[src/rtl/cpu_pkg.sv]
// rtl/cpu_pkg.sv - shared beat/phase/state types and decode helpers for timing_gen
//
// Purpose : common enums for the beat (W1..W3), the phase within a beat
//           (T1..T3) and the sequencer state (IDLE, RUN, HALT), plus the
//           beat-transition rule and one-hot decoders.
// Ports   : none (package).
package cpu_pkg;

    typedef enum logic [1:0] {
        W1 = 2'd0,
        W2 = 2'd1,
        W3 = 2'd2
    } beat_e;

    typedef enum logic [1:0] {
        T1 = 2'd0,
        T2 = 2'd1,
        T3 = 2'd2
    } phase_e;

    typedef enum logic [1:0] {
        IDLE = 2'd0,
        RUN  = 2'd1,
        HALT = 2'd2
    } state_e;

    // Beat that follows 'cur'. short only matters in W1 (and beats long
    // there), long only matters in W2, W3 always returns to W1.
    function automatic beat_e next_beat(input beat_e cur, input logic short_i,
                                        input logic long_i);
        beat_e nb;
        case (cur)
            W1:      nb = short_i ? W1 : W2;
            W2:      nb = long_i ? W3 : W1;
            default: nb = W1;
        endcase
        return nb;
    endfunction

    // One-hot as {w1, w2, w3}.
    function automatic logic [2:0] beat_onehot(input beat_e b);
        logic [2:0] v;
        case (b)
            W1:      v = 3'b100;
            W2:      v = 3'b010;
            W3:      v = 3'b001;
            default: v = 3'b000;
        endcase
        return v;
    endfunction

    // One-hot as {t1, t2, t3}.
    function automatic logic [2:0] phase_onehot(input phase_e p);
        logic [2:0] v;
        case (p)
            T1:      v = 3'b100;
            T2:      v = 3'b010;
            T3:      v = 3'b001;
            default: v = 3'b000;
        endcase
        return v;
    endfunction

endpackage

[src/rtl/start_sync.sv]
// rtl/start_sync.sv - start button synchronizer with registered rising-edge pulse
//
// Purpose : brings the asynchronous start level into the clk domain through
//           two flops and emits a one-cycle registered pulse on each rising
//           edge of the synchronized level.
// Ports   : clk         - system clock
//           clr         - synchronous active-high reset
//           start       - raw asynchronous start level
//           start_pulse - one-cycle pulse per rising edge of start
module start_sync (
    input  logic clk,
    input  logic clr,
    input  logic start,
    output logic start_pulse
);
    import cpu_pkg::*;

    logic       sync1_q, sync1_d;
    logic       sync2_q, sync2_d;
    logic       prev_q,  prev_d;
    logic       armed_q, armed_d;
    logic [1:0] fill_q,  fill_d;
    logic       pulse_q, pulse_d;

    // After clr the synchronizer holds reset zeros for two edges; fill_q marks
    // when sync2_q reflects a real sample. An edge is only accepted once a
    // genuine low level has been seen, so a button held through clr release
    // must be released and pressed again.
    always_comb begin
        sync1_d = start;
        sync2_d = sync1_q;
        prev_d  = sync2_q;
        fill_d  = {fill_q[0], 1'b1};
        armed_d = armed_q | (fill_q[1] & ~sync2_q);
        pulse_d = sync2_q & ~prev_q & armed_q;
    end

    always_ff @(posedge clk) begin
        if (clr) begin
            sync1_q <= 1'b0;
            sync2_q <= 1'b0;
            prev_q  <= 1'b0;
            fill_q  <= 2'b00;
            armed_q <= 1'b0;
            pulse_q <= 1'b0;
        end else begin
            sync1_q <= sync1_d;
            sync2_q <= sync2_d;
            prev_q  <= prev_d;
            fill_q  <= fill_d;
            armed_q <= armed_d;
            pulse_q <= pulse_d;
        end
    end

    assign start_pulse = pulse_q;

endmodule

[src/rtl/timing_gen.sv]
// rtl/timing_gen.sv - beat/phase timing generator (W1..W3 beats of T1..T3 phases)
//
// Purpose : issues beats of three one-cycle phases; the next beat is chosen
//           from short/long at T3, stop at T3 parks the next beat as pending
//           and halts; a synchronized start edge resumes from idle/halt.
// Ports   : clk, clr (sync active-high reset), start (async level),
//           short, long, stop (controller hints, sampled at T3 only),
//           t1..t3 (phase one-hot), w1..w3 (beat one-hot), running.
module timing_gen (
    input  logic clk,
    input  logic clr,
    input  logic start,
    input  logic short,
    input  logic long,
    input  logic stop,
    output logic t1,
    output logic t2,
    output logic t3,
    output logic w1,
    output logic w2,
    output logic w3,
    output logic running
);
    import cpu_pkg::*;

    logic start_pulse;

    start_sync u_start_sync (
        .clk         (clk),
        .clr         (clr),
        .start       (start),
        .start_pulse (start_pulse)
    );

    state_e     state_q,   state_d;
    beat_e      beat_q,    beat_d;     // current beat in RUN, pending beat otherwise
    phase_e     phase_q,   phase_d;
    logic [2:0] t_q,       t_d;
    logic [2:0] w_q,       w_d;
    logic       running_q, running_d;

    always_comb begin
        state_d = state_q;
        beat_d  = beat_q;
        phase_d = phase_q;
        case (state_q)
            RUN: begin
                // start_pulse is not looked at here: edges during RUN,
                // including one landing on a stopping T3, are dropped.
                case (phase_q)
                    T1:      phase_d = T2;
                    T2:      phase_d = T3;
                    default: begin
                        phase_d = T1;
                        beat_d  = next_beat(beat_q, short, long);
                        if (stop) begin
                            state_d = HALT;
                        end
                    end
                endcase
            end
            default: begin
                if (start_pulse) begin
                    state_d = RUN;
                    phase_d = T1;
                end
            end
        endcase

        // Outputs are registered from the next-state decode so they change
        // cleanly on the clock edge together with the state.
        running_d = (state_d == RUN);
        t_d       = running_d ? phase_onehot(phase_d) : 3'b000;
        w_d       = running_d ? beat_onehot(beat_d)   : 3'b000;
    end

    always_ff @(posedge clk) begin
        if (clr) begin
            state_q   <= IDLE;
            beat_q    <= W1;
            phase_q   <= T1;
            t_q       <= 3'b000;
            w_q       <= 3'b000;
            running_q <= 1'b0;
        end else begin
            state_q   <= state_d;
            beat_q    <= beat_d;
            phase_q   <= phase_d;
            t_q       <= t_d;
            w_q       <= w_d;
            running_q <= running_d;
        end
    end

    assign {t1, t2, t3} = t_q;
    assign {w1, w2, w3} = w_q;
    assign running      = running_q;

endmodule

[config.mk]
export PLATFORM = sky130hd
export DESIGN_NAME = timing_gen
export DESIGN_NICKNAME = d
export VERILOG_FILES = /design/src/rtl/cpu_pkg.sv /design/src/rtl/start_sync.sv /design/src/rtl/timing_gen.sv
export SDC_FILE = /design/constraint.sdc
export NUM_CORES = 1
export LEC_CHECK = 0
export BUFFER_PORTS_ARGS = -buffer_cell sky130_fd_sc_hd__buf_2
export CAP_MARGIN = 30
export CELL_PAD_IN_SITES_DETAIL_PLACEMENT = 1
export CELL_PAD_IN_SITES_GLOBAL_PLACEMENT = 1
export CORE_MARGIN = 2
export CORE_UTILIZATION = 39
export CTS_CLUSTER_DIAMETER = 100
export DETAILED_ROUTE_END_ITERATION = 8
export PLACE_DENSITY_LB_ADDON = 0.1
export SYNTH_ARGS = -nofsm -noshare
export SYNTH_HDL_FRONTEND = slang
export SYNTH_SLANG_ARGS = --single-unit
[constraint.sdc]
create_clock -name clk -period 1.7 [get_ports clk]
set_clock_uncertainty 0.15 [all_clocks]
set_input_delay 0.085 -clock clk [delete_from_list [all_inputs] [get_ports clk]]
set_output_delay 0.085 -clock clk [all_outputs]
set_load 0.02 [all_outputs]
==> impl_metrics.env, run 1 <==
export IMPL_run_status="complete, no violations"
export IMPL_grt_use_total_pct=13.7
export IMPL_die_h_um=46.0
export IMPL_h_tree_depth=1
export IMPL_ir_drop_uv=472
export IMPL_final_nets=96
export IMPL_synth_adder_area_share_pct=0
export IMPL_holdPathEnd="u_start_sync.start_pulse"
export IMPL_netlist_instances=67
export IMPL_hpwl_um=945
export IMPL_wl_per_cell_um=12.4
export IMPL_fin_util_pct=51.5
export IMPL_avgViaCountPerCell=4.86
export IMPL_coreArea_um2=1690
export IMPL_cts_max_path_buffers=2
export IMPL_slew_viol_final=0
export IMPL_r2r_start="phase_q[1]"
export IMPL_syn_num_nets=73
export IMPL_vias=515
export IMPL_cp_end_kind="register"
export IMPL_pre_cts_slack_ns=0.294
export IMPL_rsz0062_at_grt="no"
export IMPL_fin_crit_sh_pct=86.8
export IMPL_synth_xor_area_share_pct=0
export IMPL_max_slew_worst_pin_slew_ns=0.277
export IMPL_io_pins=13
export IMPL_hp_class="register to register"
export IMPL_yosysTopAreaCellShare_pct=58.2
export IMPL_netlist_area_um2=688
export IMPL_port_buffers=12
export IMPL_grt_max_degree=15
export IMPL_p_leak_nw=0.400
export IMPL_worstPathRequired_ns=1.73
export IMPL_max_stage_delay_ns=0.56
export IMPL_fin_tns_setup_ns=0
export IMPL_synth_compound_area_share_pct=12.9
export IMPL_wl_um=1310
export IMPL_muxShareOfSynthArea_pct=0
export IMPL_worst_hold_startpoint="u_start_sync.prev_q"
export IMPL_gr_total_overflow=0
export IMPL_grt_pass1_wl_um=2060
export IMPL_r2r_end="beat_q[0]"
export IMPL_whs_path_depth=1
export IMPL_syn_avg_cell_area_um2=10.3
export IMPL_r2r_setup_slack_ns=0.26
export IMPL_crit_slowest_cell="dlygate4sd3_1"
export IMPL_arrival_ns=1.51
export IMPL_gp_congestion=0.697
export IMPL_r2r_cells=3
export IMPL_postRouteAntennaNets=0
export IMPL_yosysWarnings=0
export IMPL_finalSetupViolations=0
export IMPL_clkTransAtPathRegs_ns=0.11
export IMPL_ys_ff_latch=20
export IMPL_rows=15
export IMPL_ys_seq_area_share_pct=58.2
export IMPL_drcViolationCount=0
export IMPL_hold_slack_ns=0.276
export IMPL_powerDensity_nw_per_um2=895
export IMPL_ys_types=22
export IMPL_yosys_area_top_type="dfxtp_1"
export IMPL_insertion_delay_ns=0.28
export IMPL_synth_top_family_by_area="simple AND/OR/NAND/NOR gates"
export IMPL_drt_iter0_markers=4
export IMPL_cts_root_buf="clkbuf_4"
export IMPL_antenna_cells=0
export IMPL_antenna_found_initial=0
export IMPL_cts_tree="done"
export IMPL_die_area_um2=2120
export IMPL_relSlewSlack_pct=81.3
export IMPL_critPathKind="input pin to register"
export IMPL_hold_violations=0
export IMPL_period_minus_slack_ns=1.47
export IMPL_fmax_mhz=678
export IMPL_cap_violations=0
export IMPL_numCtsBuffers=3
export IMPL_path_cells="dlygate4sd3_1, buf_2, nor2b_1, dlygate4sd3_1"
export IMPL_start_util_pct=40.7
export IMPL_clkSinkCount=20
export IMPL_layout_drive_gt1_share_pct=23.6
export IMPL_firstDrtPassIters=4
export IMPL_grt_pass1_vias=450
export IMPL_crit_fanout=14
export IMPL_fin_ws_ns=0.225
export IMPL_crit_path_frequent_cell="dlygate4sd3_1"
export IMPL_die_x_um=46.0
export IMPL_syn2layout_area_growth_pct=26.4
export IMPL_synth_simple_area_share_pct=26.2
export IMPL_synthTopCellsByArea="dfxtp_1, a21oi_1, nor2b_1"
export IMPL_cp_start_kind="input pin"
flip-flops by register name (all words and copies together) (netlist names):
signal / flops
beat_q: 2
phase_q: 2
running: 1
state_q: 2
t_q: 3
u_start_sync.armed_q: 1
u_start_sync.fill_q: 2
u_start_sync.prev_d: 1
u_start_sync.prev_q: 1
u_start_sync.start_pulse: 1
u_start_sync.sync1_q: 1
w_q: 3
through the flow:
| stage | instance area, um^2 | instances | total power [W] |
|---|---|---|---|
| 2_1_floorplan | 688 | 67 | 0.000503 |
| 3_3_place_gp | 773 | 96 | 0.000513 |
| 3_5_place_dp | 773 | 96 | 0.000515 |
| 4_1_cts | 870 | 106 | 0.000792 |
| 5_1_grt | 870 | 106 | 0.000825 |
| 6_report | 870 | 106 | 0.000778 |
worst max-delay path: cells and delay by family:
kind / cells / cell delay, ns
buffers and inverters: 3 / 1.35
and+or+nand+nor: 1 / 0.08
report_power, final:
group | switching (W) | internal, W | leakage [nW]
Clock | 0.000134 | 0.000130 | 0.0210
Combinational | 0.0000155 | 0.0000189 | 0.216
Sequential | 0.00000291 | 0.000477 | 0.163
synth_stat cells, drive strengths merged:
library cell	number
dfxtp	20
a21oi	9
nand2	5
nand3b	5
nor2	5
nor2b	5
inv	4
nor4b	2
a31oi	1
clkbuf	1
nand2b	1
nand3	1
nand4b	1
nor4	1
o211a	1
o211ai	1
o21ai	1
o21bai	1
or3	1
or4	1
timing repair:
item,4_1_cts,5_1_grt
resized for setup,0,0
endpoints found under the hold margin,13,0
buffers inserted,0,0
hold buffers,6,0
routing by layer:
layer  part of all wire (%)  vias to the layer above  track usage, %  wire [um]
met2                     48                        7            21.7        627
met4                   0.99                        0            5.14         13
met3                    2.7                        2            2.38         35
li1                       -                      275               -          -
met5                      0                        -               0          0
met1                     48                      231            18.6        634
worst max path at each step:
stage	start	end	slack (ns)	cells after the start
floorplan	phase_q[1]	beat_q[0]	0.37	3
CTS	clr	u_start_sync.sync1_q	0.25	4
finish	clr	u_start_sync.sync1_q	0.23	4
global placement	phase_q[1]	beat_q[0]	0.33	3
global route	clr	u_start_sync.sync1_q	0.17	4
detailed placement	phase_q[1]	beat_q[0]	0.29	3
final cells by class:
class | instances | area (um^2)
Clock buffer | 4 | 36.3
Fill cell | 209 | 820
Inverter | 4 | 15.0
Multi-Input combinational cell | 42 | 269
Sequential cell | 20 | 400
Tap cell | 17 | 21.3
Timing Repair Buffer | 19 | 128
cell usage in the layout, fill, tap and decap left out, types with 2 or more instances in the layout:
cell type	n
a21oi_1	7
a21oi_2	2
buf_2	12
clkbuf_4	3
dfxtp_1	20
dlygate4sd3_1	6
inv_1	4
nand2_1	5
nand3b_1	4
nor2_1	5
nor2b_1	5
nor4b_1	2
logic make-up after synthesis:
group | after synthesis
flops | 20
compound gates | 14
simple gates | 28
buf+inv | 5
Note: power is estimated with default switching activity, not from simulation.
==> run 2: changes to the inputs <==
--- a/config.mk
+++ b/config.mk
@@ -14,6 +14,7 @@
 export CTS_CLUSTER_DIAMETER = 100
 export DETAILED_ROUTE_END_ITERATION = 8
 export PLACE_DENSITY_LB_ADDON = 0.1
+export RECOVER_POWER = 25
 export SYNTH_ARGS = -nofsm -noshare
 export SYNTH_HDL_FRONTEND = slang
 export SYNTH_SLANG_ARGS = --single-unit
==> impl_metrics.env, run 2 (same netlist as run 1, synthesis figures left out) <==
export IMPL_run_status="complete, no violations"
export IMPL_relSlewSlack_pct=81.3
export IMPL_r2r_setup_slack_ns=0.26
export IMPL_grt_pass1_wl_um=2060
export IMPL_gr_total_overflow=0
export IMPL_grt_met1_usage_pct=18.6
export IMPL_mostFrequentLayoutCell="dfxtp_1"
export IMPL_die_x_um=46.0
export IMPL_cp_end_kind="register"
export IMPL_layout_drive_gt1_share_pct=22.5
export IMPL_holdPathEnd="u_start_sync.start_pulse"
export IMPL_p_comb_share_pct=4.4
export IMPL_slew_viol_final=0
export IMPL_hp_class="register to register"
export IMPL_fin_ws_ns=0.225
export IMPL_crit_path_frequent_cell="dlygate4sd3_1"
export IMPL_wl_um=1310
export IMPL_p_total_w=0.000778
export IMPL_busiest_layer="met2"
export IMPL_fmax_mhz=678
export IMPL_drt_iter0_markers=4
export IMPL_numCtsBuffers=3
export IMPL_insertion_delay_ns=0.28
export IMPL_rows=15
export IMPL_reg_top3="t_q x3, w_q x3"
export IMPL_antenna_cells=0
export IMPL_gp_congestion=0.697
export IMPL_die_area_um2=2120
export IMPL_path_cells="dlygate4sd3_1, buf_2, nor2b_1, dlygate4sd3_1"
export IMPL_start_util_pct=40.7
export IMPL_cts_setup_buffers=0
export IMPL_hpwl_um=945
export IMPL_critPathKind="input pin to register"
export IMPL_r2r_start="phase_q[1]"
export IMPL_r2r_cells=3
export IMPL_wl_per_cell_um=12.4
export IMPL_swShare_pct=19.5
export IMPL_whs_path_depth=1
export IMPL_p_switching_w=0.000152
export IMPL_fin_util_pct=51.4
export IMPL_pre_cts_slack_ns=0.294
export IMPL_crit_slowest_cell="dlygate4sd3_1"
export IMPL_r2r_end="beat_q[0]"
export IMPL_p_leak_nw=0.395
export IMPL_clkTransAtPathRegs_ns=0.11
export IMPL_arrival_ns=1.51
export IMPL_worstPathRequired_ns=1.73
export IMPL_layout_common_cells="dfxtp_1, buf_2, a21oi_1"
export IMPL_fin_crit_sh_pct=86.8
export IMPL_antenna_found_initial=0
export IMPL_grt_pass1_vias=450
export IMPL_p_int_w=0.000626
export IMPL_drcViolationCount=0
export IMPL_syn2layout_area_growth_pct=26.2
export IMPL_final_nets=96
export IMPL_coreArea_um2=1690
export IMPL_worst_hold_startpoint="u_start_sync.prev_q"
export IMPL_firstDrtPassIters=4
export IMPL_rsz0062_at_grt="no"
export IMPL_crit_fanout=14
export IMPL_max_stage_delay_ns=0.56
export IMPL_cap_violations=0
export IMPL_grt_max_degree=15
export IMPL_hold_violations=0
export IMPL_io_pins=13
export IMPL_finalSetupViolations=0
export IMPL_avgViaCountPerCell=4.86
export IMPL_postRouteAntennaNets=0
export IMPL_h_tree_depth=1
export IMPL_die_h_um=46.0
export IMPL_cts_root_buf="clkbuf_4"
export IMPL_cts_tree="done"
export IMPL_clockPowerShare_pct=33.9
export IMPL_use_met3_pct=2.38
export IMPL_port_buffers=12
export IMPL_ir_drop_uv=472
export IMPL_vias=515
export IMPL_seq_power_share_pct=61.7
export IMPL_cts_max_path_buffers=2
export IMPL_max_slew_worst_pin_slew_ns=0.277
export IMPL_clkSinkCount=20
export IMPL_period_minus_slack_ns=1.47
export IMPL_powerDensity_nw_per_um2=896
export IMPL_grt_util_met2_pct=21.7
export IMPL_cp_start_kind="input pin"
export IMPL_fin_tns_setup_ns=0
export IMPL_grt_use_total_pct=13.7
## run 2: changes by cell type in the layout (fill, tap and decap cells not counted), sizes merged
| cell | before | now |
|---|---|---|
| buf | 13 | 12 |
| clkbuf | 4 | 5 |
## run 2: metrics by stage
step / cells / cell area [um^2] / hold slack (ns)
final: 106 / 868 / 0.276
after global routing: 106 / 868 / 0.302
after CTS: 106 / 870 / 0.276
after detailed placement: 96 / 773 / 0.158
after global placement: 96 / 773 / 0.141
after floorplan: 67 / 688 / 0.00661
## run 2: per-layer routing
layer / share of wire (%) / wire (um)
met5: 0 / 0
met1: 48 / 634
met4: 0.99 / 13
met3: 2.7 / 35
met2: 48 / 627
## run 2: worst max path at each step
stage,slack [ns],endpoint,from,cells after the start
floorplan,0.37,beat_q[0],phase_q[1],3
global placement,0.33,beat_q[0],phase_q[1],3
detailed placement,0.29,beat_q[0],phase_q[1],3
CTS,0.25,u_start_sync.sync1_q,clr,4
global route,0.17,u_start_sync.sync1_q,clr,4
finish,0.23,u_start_sync.sync1_q,clr,4
## run 2: timing repair
item | 4_1_cts | 5_1_grt
gates resized for setup | 0 | 0
hold buffers | 6 | 0
endpoints found under the setup margin | 0 | 0
hold endpoints to repair | 13 | 0
## run 2: power by group through the flow
| stage | logic, W | clock network [W] | registers [W] |
|---|---|---|---|
| after CTS | 0.0000346 | 0.000277 | 0.000480 |
| after global routing | 0.0000390 | 0.000304 | 0.000481 |
| after detailed placement | 0.0000240 | 0 | 0.000491 |
| after global placement | 0.0000230 | 0 | 0.000490 |
| after floorplan | 0.0000117 | 0 | 0.000491 |
| final | 0.0000344 | 0.000264 | 0.000480 |
## run 2: layout make-up
cell class / count / area [um^2]
fill: 209 / 821
multi-input combinational: 42 / 269
sequential: 20 / 400
clock buffer: 4 / 36.3
timing repair buffer: 19 / 126
tap: 17 / 21.3
inverter: 4 / 15.0
## run 2: worst max-delay path: cells and delay by family
kind,cells,cell delay [ns]
AND/OR/NAND/NOR,1,0.08
buffers and inverters,3,1.35
==> run 3: changes to the inputs <==
==> constraint.sdc (replaced) <==
create_clock -name clk -period 1.7 [get_ports clk]
set_clock_uncertainty 0.15 [all_clocks]
set_input_delay 0 -clock clk [delete_from_list [all_inputs] [get_ports clk]]
set_output_delay 0 -clock clk [all_outputs]
set_load 0.02 [all_outputs]
==> impl_metrics.env, run 3 (same netlist as run 1, synthesis figures left out) <==
export IMPL_drcViolationCount=0
export IMPL_grt_pass1_vias=450
export IMPL_gr_total_overflow=0
export IMPL_io_pins=13
export IMPL_fin_crit_sh_pct=84.7
export IMPL_cap_violations=0
export IMPL_period_minus_slack_ns=1.44
export IMPL_insertion_delay_ns=0.28
export IMPL_grt_use_total_pct=13.7
export IMPL_layout_drive_gt1_share_pct=21.3
export IMPL_port_buffers=12
export IMPL_grt_pass1_wl_um=2060
export IMPL_vias=515
export IMPL_gp_congestion=0.697
export IMPL_powerDensity_nw_per_um2=897
export IMPL_arrival_ns=1.52
export IMPL_grt_util_met2_pct=21.7
export IMPL_die_area_um2=2120
export IMPL_fin_tns_setup_ns=0
export IMPL_start_util_pct=40.7
export IMPL_wl_per_cell_um=12.4
export IMPL_ir_drop_uv=472
export IMPL_numCtsBuffers=3
export IMPL_layout_common_cells="dfxtp_1, buf_2, a21oi_1"
export IMPL_max_slew_worst_pin_slew_ns=0.277
export IMPL_cts_resized=0
export IMPL_worstPathRequired_ns=1.78
export IMPL_avgViaCountPerCell=4.86
export IMPL_clkTransAtPathRegs_ns=0.11
export IMPL_h_tree_depth=1
export IMPL_clkSinkCount=20
export IMPL_antenna_found_initial=0
export IMPL_cts_max_path_buffers=2
export IMPL_busiest_layer="met2"
export IMPL_firstDrtPassIters=4
export IMPL_drt_iter0_markers=4
export IMPL_hp_class="register to register"
export IMPL_slew_viol_final=0
export IMPL_rsz0062_at_grt="no"
export IMPL_grt_max_degree=15
export IMPL_num_fill_cells=210
export IMPL_use_met3_pct=2.38
export IMPL_relSlewSlack_pct=81.3
export IMPL_cts_tree="done"
export IMPL_p_leak_nw=0.391
export IMPL_cts_root_buf="clkbuf_4"
export IMPL_die_h_um=46.0
export IMPL_cts_setup_buffers=0
export IMPL_hold_buffers=6
export IMPL_reg_top3="t_q x3, w_q x3"
export IMPL_grt_met1_usage_pct=18.6
export IMPL_hpwl_um=945
export IMPL_fmax_mhz=695
export IMPL_syn2layout_area_growth_pct=26.0
export IMPL_critPathKind="register to register"
export IMPL_placed_cells=96
export IMPL_postRouteAntennaNets=0
export IMPL_hold_violations=0
export IMPL_finalNonFillerCells=106
export IMPL_coreArea_um2=1690
export IMPL_run_status="complete, no violations"
export IMPL_crit_fanout=8
export IMPL_mostFrequentLayoutCell="dfxtp_1"
export IMPL_finalSetupViolations=0
export IMPL_antenna_cells=0
export IMPL_cp_end_kind="register"
export IMPL_p_total_w=0.000778
export IMPL_die_x_um=46.0
export IMPL_final_nets=96
export IMPL_wl_um=1310
export IMPL_cp_start_kind="register"
export IMPL_rows=15
## run 3: changes by cell type in the layout (fill, tap and decap cells not counted)
| cell | previous run | this run |
|---|---|---|
| clkbuf_1 | 1 | 2 |
| buf_2 | 11 | 10 |
## run 3: report_power, final
part	switching [W]	total, W	internal, W
sequential	0.00000291	0.000480	0.000477
combinational	0.0000155	0.0000344	0.0000189
clock	0.000134	0.000264	0.000130
total	0.000152	0.000778	0.000626
## run 3: metrics by stage
step | worst slack, ns | cell area [um^2] | hold slack (ns) | utilization, %
2_1_floorplan | 0.373 | 688 | -0.0784 | -
6_report | 0.261 | 867 | 0.276 | 51.3
3_5_place_dp | 0.294 | 773 | 0.0731 | 45.8
5_1_grt | 0.206 | 867 | 0.302 | 51.3
3_3_place_gp | 0.330 | 773 | 0.0559 | 45.8
4_1_cts | 0.267 | 870 | 0.276 | 51.5
## run 3: path summary, 6_finish.rpt
| kind | from | endpoint | slack (ns) | depth (start not counted) |
|---|---|---|---|---|
| setup reg to reg | phase_q[1] | beat_q[0] | 0.26 | 3 |
| hold / removal | u_start_sync.prev_q | u_start_sync.start_pulse | 0.28 | 1 |
| setup / recovery | phase_q[1] | beat_q[0] | 0.26 | 3 |
| hold reg to reg | u_start_sync.prev_q | u_start_sync.start_pulse | 0.28 | 1 |
## run 3: layout make-up
| type | instances | area [um^2] | area share (%) |
|---|---|---|---|
| Inverter | 4 | 15.0 | 1.73 |
| Tap cell | 17 | 21.3 | 2.45 |
| Timing Repair Buffer | 19 | 125 | 14.4 |
| Sequential cell | 20 | 400 | 46.2 |
| Clock buffer | 4 | 36.3 | 4.18 |
| Multi-Input combinational cell | 42 | 269 | 31.0 |
## run 3: critical path, stage by stage, from the launching register on
cell and delay, ns:
dfxtp_1 0.49, nand3b_4 0.15, or4_4 0.45, a21oi_2 0.14
## run 3: layer usage
layer / vias up / wire length (um)
met2: 7 / 627
met1: 231 / 635
li1: 275 / -
met4: 0 / 13
met3: 2 / 35
met5: - / 0
